### src/rtl/bubble_ctrl_pkg.sv
// Shared definitions for the BUBBLE multi-cycle controller.
// Holds the opcode and funct constants, the FSM state enum, the ALU operation
// encoding, the pc_src/wb_sel/reg_dst codes, the instruction classes produced
// by the decoder, and a helper function that evaluates branch conditions.
package bubble_ctrl_pkg;

  // Primary opcodes, instr[31:26]
  localparam logic [5:0] OpRtype = 6'b000000;
  localparam logic [5:0] OpAddi  = 6'b001000;
  localparam logic [5:0] OpAddiu = 6'b001001;
  localparam logic [5:0] OpAndi  = 6'b001100;
  localparam logic [5:0] OpOri   = 6'b001101;
  localparam logic [5:0] OpSlti  = 6'b001010;
  localparam logic [5:0] OpLw    = 6'b100011;
  localparam logic [5:0] OpSw    = 6'b101011;
  localparam logic [5:0] OpBeq   = 6'b000100;
  localparam logic [5:0] OpBne   = 6'b000101;
  localparam logic [5:0] OpBgt   = 6'b000111;
  localparam logic [5:0] OpBge   = 6'b001111;
  localparam logic [5:0] OpBlt   = 6'b000110;
  localparam logic [5:0] OpBle   = 6'b011111;
  localparam logic [5:0] OpJ     = 6'b000010;
  localparam logic [5:0] OpJal   = 6'b000011;

  // R-type function codes, instr[5:0]
  localparam logic [5:0] FnAdd  = 6'b100000;
  localparam logic [5:0] FnSub  = 6'b100010;
  localparam logic [5:0] FnAddu = 6'b100001;
  localparam logic [5:0] FnSubu = 6'b100011;
  localparam logic [5:0] FnAnd  = 6'b100100;
  localparam logic [5:0] FnOr   = 6'b100101;
  localparam logic [5:0] FnSll  = 6'b000000;
  localparam logic [5:0] FnSrl  = 6'b000010;
  localparam logic [5:0] FnJr   = 6'b001000;
  localparam logic [5:0] FnSlt  = 6'b101010;

  typedef enum logic [2:0] {
    StFetch  = 3'd0,
    StDecode = 3'd1,
    StExec   = 3'd2,
    StMem    = 3'd3,
    StWb     = 3'd4
  } state_e;

  // AluAdd is zero so an idle controller drives an all-zero alu_op.
  typedef enum logic [3:0] {
    AluAdd  = 4'd0,
    AluSub  = 4'd1,
    AluAddu = 4'd2,
    AluSubu = 4'd3,
    AluAnd  = 4'd4,
    AluOr   = 4'd5,
    AluSll  = 4'd6,
    AluSrl  = 4'd7,
    AluSlt  = 4'd8
  } alu_op_e;

  typedef enum logic [1:0] {
    PcSeq    = 2'd0,  // PC+1
    PcBranch = 2'd1,  // PC+1+imm
    PcJump   = 2'd2,  // jump target
    PcRs     = 2'd3   // rs (jr)
  } pc_src_e;

  typedef enum logic [1:0] {
    WbAlu = 2'd0,
    WbMem = 2'd1,
    WbPc  = 2'd2
  } wb_sel_e;

  typedef enum logic [1:0] {
    RegDstRt   = 2'd0,
    RegDstRd   = 2'd1,
    RegDstLink = 2'd2
  } reg_dst_e;

  typedef enum logic [3:0] {
    ClsIllegal = 4'd0,
    ClsRAlu    = 4'd1,
    ClsIAlu    = 4'd2,
    ClsLoad    = 4'd3,
    ClsStore   = 4'd4,
    ClsBranch  = 4'd5,
    ClsJump    = 4'd6,
    ClsJal     = 4'd7,
    ClsJr      = 4'd8
  } instr_class_e;

  typedef enum logic [2:0] {
    BrEq = 3'd0,
    BrNe = 3'd1,
    BrGt = 3'd2,
    BrGe = 3'd3,
    BrLt = 3'd4,
    BrLe = 3'd5
  } br_cond_e;

  typedef struct packed {
    instr_class_e cls;
    br_cond_e     br_cond;
    alu_op_e      alu_op;
    logic         alu_src_imm;
    logic         imm_zext;
    reg_dst_e     reg_dst;
    wb_sel_e      wb_sel;
    logic         illegal;
  } decode_t;

  // zero/neg come from the rs-rt compare performed in EXEC.
  function automatic logic branch_taken(br_cond_e cond, logic zero, logic neg);
    logic taken;
    case (cond)
      BrEq:    taken = zero;
      BrNe:    taken = ~zero;
      BrGt:    taken = ~zero & ~neg;
      BrGe:    taken = ~neg;
      BrLt:    taken = neg;
      BrLe:    taken = neg | zero;
      default: taken = 1'b0;
    endcase
    return taken;
  endfunction

endpackage

### src/rtl/bubble_ctrl_decode.sv
// Combinational instruction classifier for the BUBBLE controller.
// Ports:
//   ir  - latched instruction register
//   dec - class, branch condition, ALU op, operand/immediate selects,
//         writeback destination/source and illegal flag
module bubble_ctrl_decode
  import bubble_ctrl_pkg::*;
(
  input  logic [31:0] ir,
  output decode_t     dec
);

  logic [5:0] opcode;
  logic [5:0] funct;
  logic       unused_ir_fields;

  assign opcode = ir[31:26];
  assign funct  = ir[5:0];
  // Register and immediate fields are consumed by the datapath, not here.
  assign unused_ir_fields = ^ir[25:6];

  always_comb begin
    dec.cls         = ClsIllegal;
    dec.br_cond     = BrEq;
    dec.alu_op      = AluAdd;
    dec.alu_src_imm = 1'b0;
    dec.imm_zext    = 1'b0;
    dec.reg_dst     = RegDstRt;
    dec.wb_sel      = WbAlu;
    dec.illegal     = 1'b0;

    case (opcode)
      OpRtype: begin
        dec.cls     = ClsRAlu;
        dec.reg_dst = RegDstRd;
        case (funct)
          FnAdd:  dec.alu_op = AluAdd;
          FnSub:  dec.alu_op = AluSub;
          FnAddu: dec.alu_op = AluAddu;
          FnSubu: dec.alu_op = AluSubu;
          FnAnd:  dec.alu_op = AluAnd;
          FnOr:   dec.alu_op = AluOr;
          FnSll:  dec.alu_op = AluSll;
          FnSrl:  dec.alu_op = AluSrl;
          FnSlt:  dec.alu_op = AluSlt;
          FnJr: begin
            dec.cls     = ClsJr;
            dec.reg_dst = RegDstRt;
          end
          default: begin
            dec.cls     = ClsIllegal;
            dec.reg_dst = RegDstRt;
          end
        endcase
      end
      OpAddi: begin
        dec.cls         = ClsIAlu;
        dec.alu_op      = AluAdd;
        dec.alu_src_imm = 1'b1;
      end
      OpAddiu: begin
        dec.cls         = ClsIAlu;
        dec.alu_op      = AluAddu;
        dec.alu_src_imm = 1'b1;
        dec.imm_zext    = 1'b1;
      end
      OpAndi: begin
        dec.cls         = ClsIAlu;
        dec.alu_op      = AluAnd;
        dec.alu_src_imm = 1'b1;
        dec.imm_zext    = 1'b1;
      end
      OpOri: begin
        dec.cls         = ClsIAlu;
        dec.alu_op      = AluOr;
        dec.alu_src_imm = 1'b1;
        dec.imm_zext    = 1'b1;
      end
      OpSlti: begin
        dec.cls         = ClsIAlu;
        dec.alu_op      = AluSlt;
        dec.alu_src_imm = 1'b1;
      end
      OpLw: begin
        dec.cls         = ClsLoad;
        dec.alu_src_imm = 1'b1;
        dec.wb_sel      = WbMem;
      end
      OpSw: begin
        dec.cls         = ClsStore;
        dec.alu_src_imm = 1'b1;
      end
      // Branches run rs-rt through the ALU so alu_zero/alu_neg are valid.
      OpBeq: begin
        dec.cls     = ClsBranch;
        dec.br_cond = BrEq;
        dec.alu_op  = AluSub;
      end
      OpBne: begin
        dec.cls     = ClsBranch;
        dec.br_cond = BrNe;
        dec.alu_op  = AluSub;
      end
      OpBgt: begin
        dec.cls     = ClsBranch;
        dec.br_cond = BrGt;
        dec.alu_op  = AluSub;
      end
      OpBge: begin
        dec.cls     = ClsBranch;
        dec.br_cond = BrGe;
        dec.alu_op  = AluSub;
      end
      OpBlt: begin
        dec.cls     = ClsBranch;
        dec.br_cond = BrLt;
        dec.alu_op  = AluSub;
      end
      OpBle: begin
        dec.cls     = ClsBranch;
        dec.br_cond = BrLe;
        dec.alu_op  = AluSub;
      end
      OpJ: dec.cls = ClsJump;
      OpJal: begin
        dec.cls     = ClsJal;
        dec.reg_dst = RegDstLink;
        dec.wb_sel  = WbPc;
      end
      default: dec.cls = ClsIllegal;
    endcase

    dec.illegal = (dec.cls == ClsIllegal);
  end

endmodule

### src/rtl/bubble_multicycle_ctrl.sv
// Multi-cycle control FSM for the BUBBLE processor.
// Sequences each instruction through FETCH/DECODE/EXEC/MEM/WB and is the sole
// source of PC-advance and write enables.
// Ports:
//   clk, rst                      - clock, asynchronous active-high reset
//   instr, instr_valid            - instruction word and its valid strobe
//   instr_req, ir_load            - fetch request, IR load strobe
//   alu_zero, alu_neg             - rs-rt compare flags in EXEC
//   mem_ready                     - data-memory access complete
//   alu_op, alu_src_imm, imm_zext - ALU controls
//   reg_dst, reg_write, wb_sel    - register-file controls
//   mem_read, mem_write           - data-memory controls
//   pc_en, pc_src                 - PC update strobe and source
//   retire, illegal               - per-instruction completion / fault pulses
//   retired_cnt                   - wrapping count of retire pulses
//   state                         - current FSM state (debug)
module bubble_multicycle_ctrl
  import bubble_ctrl_pkg::*;
#(
  parameter int unsigned RET_CNT_W = 16,
  parameter int unsigned LINK_REG  = 31
) (
  input  logic                 clk,
  input  logic                 rst,
  input  logic [31:0]          instr,
  input  logic                 instr_valid,
  output logic                 instr_req,
  output logic                 ir_load,
  input  logic                 alu_zero,
  input  logic                 alu_neg,
  input  logic                 mem_ready,
  output logic [3:0]           alu_op,
  output logic                 alu_src_imm,
  output logic                 imm_zext,
  output logic [1:0]           reg_dst,
  output logic                 reg_write,
  output logic [1:0]           wb_sel,
  output logic                 mem_read,
  output logic                 mem_write,
  output logic                 pc_en,
  output logic [1:0]           pc_src,
  output logic                 retire,
  output logic                 illegal,
  output logic [RET_CNT_W-1:0] retired_cnt,
  output logic [2:0]           state
);

  // The link index itself is applied by the register-file address mux; this
  // block only selects it through reg_dst.
  localparam int unsigned unused_link_reg = LINK_REG;

  state_e               state_q, state_d;
  logic [31:0]          ir_q;
  logic [RET_CNT_W-1:0] retired_cnt_q;
  decode_t              dec;
  logic                 br_taken;

  bubble_ctrl_decode u_decode (
    .ir  (ir_q),
    .dec (dec)
  );

  assign br_taken    = branch_taken(dec.br_cond, alu_zero, alu_neg);
  assign state       = state_q;
  assign retired_cnt = retired_cnt_q;

  // State register
  always_ff @(posedge clk or posedge rst) begin
    if (rst) begin
      state_q <= StFetch;
    end else begin
      state_q <= state_d;
    end
  end

  // Instruction register and retire counter
  always_ff @(posedge clk or posedge rst) begin
    if (rst) begin
      ir_q          <= '0;
      retired_cnt_q <= '0;
    end else begin
      if (ir_load) begin
        ir_q <= instr;
      end
      if (retire) begin
        retired_cnt_q <= retired_cnt_q + RET_CNT_W'(1);
      end
    end
  end

  // Next-state logic
  always_comb begin
    state_d = StFetch;
    case (state_q)
      StFetch:  state_d = instr_valid ? StDecode : StFetch;
      StDecode: state_d = dec.illegal ? StFetch : StExec;
      StExec: begin
        if (dec.cls inside {ClsRAlu, ClsIAlu}) begin
          state_d = StWb;
        end else if (dec.cls inside {ClsLoad, ClsStore}) begin
          state_d = StMem;
        end else begin
          state_d = StFetch;
        end
      end
      StMem: begin
        if (!mem_ready) begin
          state_d = StMem;
        end else if (dec.cls == ClsLoad) begin
          state_d = StWb;
        end else begin
          state_d = StFetch;
        end
      end
      StWb:    state_d = StFetch;
      default: state_d = StFetch;
    endcase
  end

  // Output logic: decoded from state and IR; only ir_load, the MEM completion
  // terms and the branch pc_src look at live inputs.
  always_comb begin
    instr_req   = 1'b0;
    ir_load     = 1'b0;
    alu_op      = AluAdd;
    alu_src_imm = 1'b0;
    imm_zext    = 1'b0;
    reg_dst     = RegDstRt;
    reg_write   = 1'b0;
    wb_sel      = WbAlu;
    mem_read    = 1'b0;
    mem_write   = 1'b0;
    pc_en       = 1'b0;
    pc_src      = PcSeq;
    retire      = 1'b0;
    illegal     = 1'b0;

    case (state_q)
      StFetch: begin
        instr_req = 1'b1;
        ir_load   = instr_valid;
      end
      StDecode: begin
        // An undecodable word is dropped: PC advances but nothing retires.
        if (dec.illegal) begin
          illegal = 1'b1;
          pc_en   = 1'b1;
        end
      end
      StExec: begin
        case (dec.cls)
          ClsRAlu, ClsIAlu, ClsLoad, ClsStore: begin
            alu_op      = dec.alu_op;
            alu_src_imm = dec.alu_src_imm;
            imm_zext    = dec.imm_zext;
          end
          ClsBranch: begin
            alu_op = dec.alu_op;
            pc_en  = 1'b1;
            pc_src = br_taken ? PcBranch : PcSeq;
            retire = 1'b1;
          end
          ClsJump: begin
            pc_en  = 1'b1;
            pc_src = PcJump;
            retire = 1'b1;
          end
          ClsJal: begin
            pc_en     = 1'b1;
            pc_src    = PcJump;
            retire    = 1'b1;
            reg_write = 1'b1;
            reg_dst   = dec.reg_dst;
            wb_sel    = dec.wb_sel;
          end
          ClsJr: begin
            pc_en  = 1'b1;
            pc_src = PcRs;
            retire = 1'b1;
          end
          default: ;
        endcase
      end
      StMem: begin
        if (dec.cls == ClsLoad) begin
          mem_read = 1'b1;
        end else if (dec.cls == ClsStore) begin
          mem_write = 1'b1;
          pc_en     = mem_ready;
          retire    = mem_ready;
        end
      end
      StWb: begin
        reg_write = 1'b1;
        reg_dst   = dec.reg_dst;
        wb_sel    = dec.wb_sel;
        pc_en     = 1'b1;
        retire    = 1'b1;
      end
      default: ;
    endcase
  end

endmodule

### config.mk
export PLATFORM = sky130hd
export DESIGN_NAME = bubble_multicycle_ctrl
export DESIGN_NICKNAME = d
export VERILOG_FILES = /design/src/rtl/bubble_ctrl_pkg.sv /design/src/rtl/bubble_ctrl_decode.sv /design/src/rtl/bubble_multicycle_ctrl.sv
export SDC_FILE = /design/constraint.sdc
export NUM_CORES = 1
export LEC_CHECK = 0
export BUFFER_PORTS_ARGS = -buffer_cell sky130_fd_sc_hd__buf_2
export CAP_MARGIN = 25
export CORE_ASPECT_RATIO = 0.75
export CORE_UTILIZATION = 47
export CTS_CLUSTER_SIZE = 16
export DETAILED_ROUTE_END_ITERATION = 12
export HOLD_SLACK_MARGIN = 0.03
export PLACE_DENSITY = 0.77
export SLEW_MARGIN = 15
export SYNTH_ARGS = -nofsm -noshare
export SYNTH_HDL_FRONTEND = slang
export SYNTH_SLANG_ARGS = --single-unit
export TNS_END_PERCENT = 20
### constraint.sdc
create_clock -name clk -period 4.8 [get_ports clk]
set_input_delay 0.24 -clock clk [delete_from_list [all_inputs] [get_ports clk]]
set_output_delay 0.24 -clock clk [all_outputs]
set_load 0.01 [all_outputs]
* Yosys cells after proc, flatten, opt, wreduce, memory -nomap -nowiden
Index checks and enable logic that the tools add are counted.
** Word-level totals
- Bits in registers :: 51
- Bits of input ports :: 38
- Output and inout port bits :: 39
- Logic and storage cells :: 112
** Operators by class
- Add/subtract/negate cells :: 1
- Equality and inequality tests :: 41
- Muxes and demuxes :: 47
- Bitwise operators :: 4
- Reductions and logical operators :: 16
** Operator list (count)
- == test 6 bit, second input constant :: 9
- == test 6 x 4 -> 1 bit, second input constant :: 7
- one-hot mux 4 bit (8 select lines) :: 1
- one-hot mux 4 bit (7 select lines) :: 1
- == test 6 x 3 -> 1 bit, second input constant :: 4
- one-hot mux 4 bit (6 select lines) :: 1
- 2-to-1 mux 1 bit :: 22
- == test 6 x 2 -> 1 bit, second input constant :: 3
- adder 16 x 1 -> 16 bit, second input constant :: 1
- == test 4 x 3 -> 1 bit, second input constant :: 4
- one-hot mux 2 bit (2 select lines) :: 4
- one-hot mux 3 bit (5 select lines) :: 1
- == test 3 x 2 -> 1 bit, second input constant :: 4
- zero test 6 bit :: 2
- one-hot mux 3 bit (4 select lines) :: 1
- 2-to-1 mux 2 bit :: 5
- OR reduction 5 bit :: 2
- == test 3 bit, second input constant :: 3
- 2-to-1 mux 3 bit :: 3
- OR reduction 9 bit :: 1
- == test 4 x 2 -> 1 bit, second input constant :: 2
- 2-to-1 mux 4 bit :: 2
- one-hot mux 4 bit (2 select lines) :: 1
- OR reduction 4 bit :: 2
- 19 further kinds :: 23

* Depth between registers and ports, before layout
- Depth in word-level cells :: 9
- Gate-level depth with buffers :: 8
- Mapped depth without buffers :: 6

* Modules after synthesis
Synthesis repeated with hierarchy kept, for this count alone.
** Unflattened totals
- Cells, all modules :: 294
- Area, all modules :: 2896.5 um2
** Modules (own cells, without submodules)
- bubble_multicycle_ctrl :: instances 1, cells an instance 210, area each 2432.3 um2
- bubble_ctrl_decode :: instances 1, cells an instance 84, area each 464.2 um2

* Least setup slack after synthesis
No wires, ideal clock.
- Path kind :: register -> register
- Start :: register state_q[2], in the netlist state[2]
- End :: register retired_cnt_q[1], in the netlist retired_cnt[1]
- Setup time :: 0.125 ns
- Arrival time :: 2.174 ns
- Required time :: 4.675 ns
- Setup slack :: 2.501 ns
- Cell stages (with the launch flop) :: 8
- Buffers on the path :: 2
- Clock period less this slack :: 2.299 ns
- Cell sequence :: dfrtp_1 > buf_6 > or3b_1 > buf_6 > o32a_2 > and2_1 > inv_1 > mux2_2
** On the way
- Cells in the longest elaborated chain, start to end :: 2
- Elaborated cells on any way between the ends :: 4
- Classes of those cells :: 3 x eq/ne; 1 x mux
** RTL lines
- start, declared :: RTL line bubble_multicycle_ctrl.sv:52 : state_e state_q, state_d;
- start signal, assigned :: RTL line bubble_multicycle_ctrl.sv:70 : state_q <= StFetch;
- start signal, assigned :: RTL line bubble_multicycle_ctrl.sv:72 : state_q <= state_d;
- == test 3 bit / == test 3 x 2 -> 1 bit (equally long branches) :: RTL line bubble_multicycle_ctrl.sv:138 : case (state_q)
- one-hot mux 1 bit (3 select lines) (*) :: RTL line bubble_multicycle_ctrl.sv:138
- net retire :: RTL line bubble_multicycle_ctrl.sv:42 : output logic retire,
- end signal, assigned :: RTL line bubble_multicycle_ctrl.sv:86 : retired_cnt_q <= retired_cnt_q + RET_CNT_W'(1);
- end, declared :: RTL line bubble_multicycle_ctrl.sv:54 : logic [RET_CNT_W-1:0] retired_cnt_q;
Mark *: on every way through the listed nets, which the timed path passes. The rest lies on a longest branch.
A chain may end at the register's enable or synchronous reset.

* Worst setup path after layout
- Start :: register ir_q[29]
- End :: output pc_en
** On the way
- Cells in the longest elaborated chain, start to end :: 7
- Elaborated cells on any way between the ends :: 32
- Classes of those cells :: 21 x eq/ne; 6 x mux; 5 x reduce/logical
** RTL lines
- start, declared :: RTL line bubble_multicycle_ctrl.sv:53 : logic [31:0] ir_q;
- start signal, assigned :: RTL line bubble_multicycle_ctrl.sv:83 : ir_q <= instr;
- == test 6 x 3 -> 1 bit, or another cell as far along :: RTL line bubble_ctrl_decode.sv:32 : case (opcode)
- OR reduction 6 bit (no line) / OR reduction 5 bit (equally long branches)
- one-hot mux 4 bit (7 select lines) (*) :: RTL line bubble_ctrl_decode.sv:32
- == test 4 bit, or another cell as far along :: RTL line bubble_multicycle_ctrl.sv:151 : case (dec.cls)
- OR reduction 4 bit (no line) / 2-to-1 mux 1 bit (equally long branches)
- 2-to-1 mux 1 bit, on equally long branches :: RTL line bubble_multicycle_ctrl.sv:151, bubble_multicycle_ctrl.sv:185
- one-hot mux 1 bit (4 select lines) (*) :: RTL line bubble_multicycle_ctrl.sv:138
- end, declared :: RTL line bubble_multicycle_ctrl.sv:40 : output logic pc_en,
Every way passes the cells marked *; elsewhere a longest branch is shown, timed or not.

==> results.md <==
- Status: finished clean
- Top cells by area, synth: dfrtp_1 (37%), xor2_1 (5.4%), mux2_2 (4.8%)
- Synthesized net count: 275
- Clk buf depth: 2
- Dpl hpwl: around 3500 um
- VDD IR-drop max: 301 uV
- Hold Fails Final Rpt: 0
- Routed Antenna Nets: 0
- Largest net degree at the start of global routing: 32
- Standard-cell rows: 20
- CP arrival: 2.62 ns
- Total GRT Usage: 0.227
- Initial antenna violation count: 0
- Via Count: 1,987
- Reg power frac: 0.424
- CTS tree: done
- Internal Pwr Total: 0.000682 W
- Post-Layout Cell Count: around 340
- Sequential fraction of the synthesis area: 0.369
- Post-layout min period: 2.86 ns
- Pre-antenna DRT Iters: 4
- WHS: ~0.15 ns
- RSZ-0062 raised after global routing: no
- Synth Flop Type: dfrtp_1
- Clk slew on worst S/H paths: 0.07 ns
- Yosys warns: 0
- Final period util: 0.596
- Most frequent cells in the layout: buf_2 (56), dfrtp_1 (31), nand2_1 (23)
- Final WL: 4900 um
- Clk root buf: clkbuf_8
- F_max: 0.350 GHz
- Register bit count reported by yosys: 31
- WP data required: 4.56 ns
- Share of the synthesized area in the top cell type: 0.369
- Setup violators final: 0
- Post-DR vias/cell: 5.78
- Synth async-reset ratio: 1.00
- Critical path class: reg -> out
- CTS Buf Count: 5
- Psw: approximately 0.0006 W
- Avg Cell Area, Syn: 8.91 sq um
- Crit path largest cell delay: between 0.7 and 0.8 ns
- Post-synthesis cell area: 2100 sq um
- Setup TNS Final: 0 ns
- Synth-to-layout area growth: 18.4%
- Critical Path End Type: output pin
- Share of layout cells above drive strength 1: 0.311
- Worst hold path class: in -> reg
- Clk network pwr share: 0.161
- H-tree depth: 2
- Leakage power: slightly below 1 nW
- DIE WIDTH: 79.2 um
- Max-cap viol count: 0
- Initial DRC count: approximately 290
- Most common cell after layout, fill and taps aside: buf_2
- Final #Nets: 327
- Grt ovf: 0
- Worst-Margin Slew: roughly 0.63 ns
- Unique masters post-synth: 48
- Slowest-stage cell, CP: dfrtp_1
- Pwr dens: just over 500 nW/um^2
- Synth Instances: 236
- # IOs: 77
- First-pass GRT wire length: 8200 um
- Power share of the combinational group: 0.415
- Dpl cells: 335
- Critical path startpoint category: flop
- Die area: 4750 sq um
- Clk sinks: 31
- Slew Limit Fails: 0
- Net Sw Frac: 0.466
- Routability cong.: 0.829
- CP Max Fanout: 22
- Drt drc: 0
- Die Y: about 60 um
- Initial core utilization: 0.503
- Slew margin rel.: 0.583
- Core area: 4180 sq um
- Number of global-route vias before repair: roughly 1,700
- Skew-Pair Late Insertion Delay: 0.29 ns
- Clk_skew: 0.00732 ns
- Post-synth top area cell: dfrtp_1
- Post-synth EDFFs: 0
- Port bufs: 56
- # diodes: 0
- WL/cell: approximately 14 um
- Pwr Total: 0.00128 W
- Critical-path cell list: inv_1, or3_1, o32a_2, and2_1, o31ai_1, buf_2
[sequential cells by signal, summed over array words and instances, names as in the netlist]
| name | flops |
|---|---|
| ir_q | 12 |
| retired_cnt | 16 |
| state | 3 |
[metal layers]
| metal | share of wire | vias to the layer above | routed length [um] | GRT usage |
|---|---|---|---|---|
| li1 | - | 959 | - | - |
| met1 | 0.49 | 938 | 2380 | 0.332 |
| met2 | 0.43 | 84 | 2110 | 0.333 |
| met3 | 0.072 | 6 | 353 | 0.0504 |
| met4 | 0.010 | 0 | 51 | 0.0753 |
| met5 | 0 | - | 0 | 0 |
[final timing paths]
path                                         to  slack, ns  depth (start not counted)       startpoint
worst min register to register  retired_cnt[15]       0.48                          1  retired_cnt[15]
worst max register to register   retired_cnt[1]       2.20                          6         ir_q[29]
min in group asynchronous        retired_cnt[1]       0.56                          4              rst
worst min-delay path                   ir_q[31]       0.15                          3        instr[31]
worst max-delay path                      pc_en       1.94                          6         ir_q[29]
max in group asynchronous               ir_q[1]       3.94                          4              rst
[cell usage after synthesis (2+ instances only)]
cell type  instances
and3_1             3
nand2b_1           6
nor4_1             5
clkbuf_1          10
or3_1              3
a211oi_1           6
or3b_1             3
nor2_1            15
or2_2              3
a211oi_2           5
xnor2_1            3
a2111oi_4          2
nor3_1            14
mux2_2             9
inv_1             11
o21ai_0           13
a21oi_1           12
a31oi_1            4
xor2_1            13
nand2_1           23
a21boi_0           2
dfrtp_1           31
buf_6              3
nand3_1           12
nor2b_1            2
[power groups by stage]
stage	combinational [W]	sequential (W)	clock [W]
after global placement	0.000512	0.000535	0
after CTS	0.000528	0.000535	0.000212
final	0.000529	0.000542	0.000206
after detailed placement	0.000525	0.000540	0
after floorplan	0.000463	0.000448	0
after global routing	0.000589	0.000565	0.000225
[what timing repair did]
action	CTS	global route
hold buffers	1	0
resized for setup	0	0
setup buffers	0	0
hold endpoints to repair	4	0
[worst max-delay path: cells and delay by family, from the launching register on]
family | cells | cell delay, ns
AND/OR/NAND/NOR | 2 | 0.72
flip-flops | 1 | 0.74
buffers and inverters | 2 | 0.42
AO/OA/AOI/OAI | 2 | 0.44
[cell type report]
type,count,area (sq um)
fillers,385,1690
multi-input cells,179,1210
flip-flops and latches,31,776
repair buffers,60,313
clock buffers,6,72.6
well taps,55,68.8
inverters,11,41.3
clock inverters,2,12.5
[stage by stage]
stage	setup WS (ns)	area, sq um	utilization
finish	1.94	2490	0.596
global route	1.75	2490	0.596
CTS	1.97	2490	0.596
detailed placement	2.24	2390	0.573
global placement	2.26	2390	0.573
floorplan	2.50	2100	-
[logic make-up after synthesis]
logic type	count (synthesis)	synth area share
and+or+nand+nor	96	0.236
adders and majority gates	1	0.00595
buffers and inverters	26	0.0577
xor gates and xnor gates	16	0.0666
muxes	10	0.0529
DFF	31	0.369
AOI/OAI and AO/OA	56	0.212
Power figures use the tool's default switching activity.
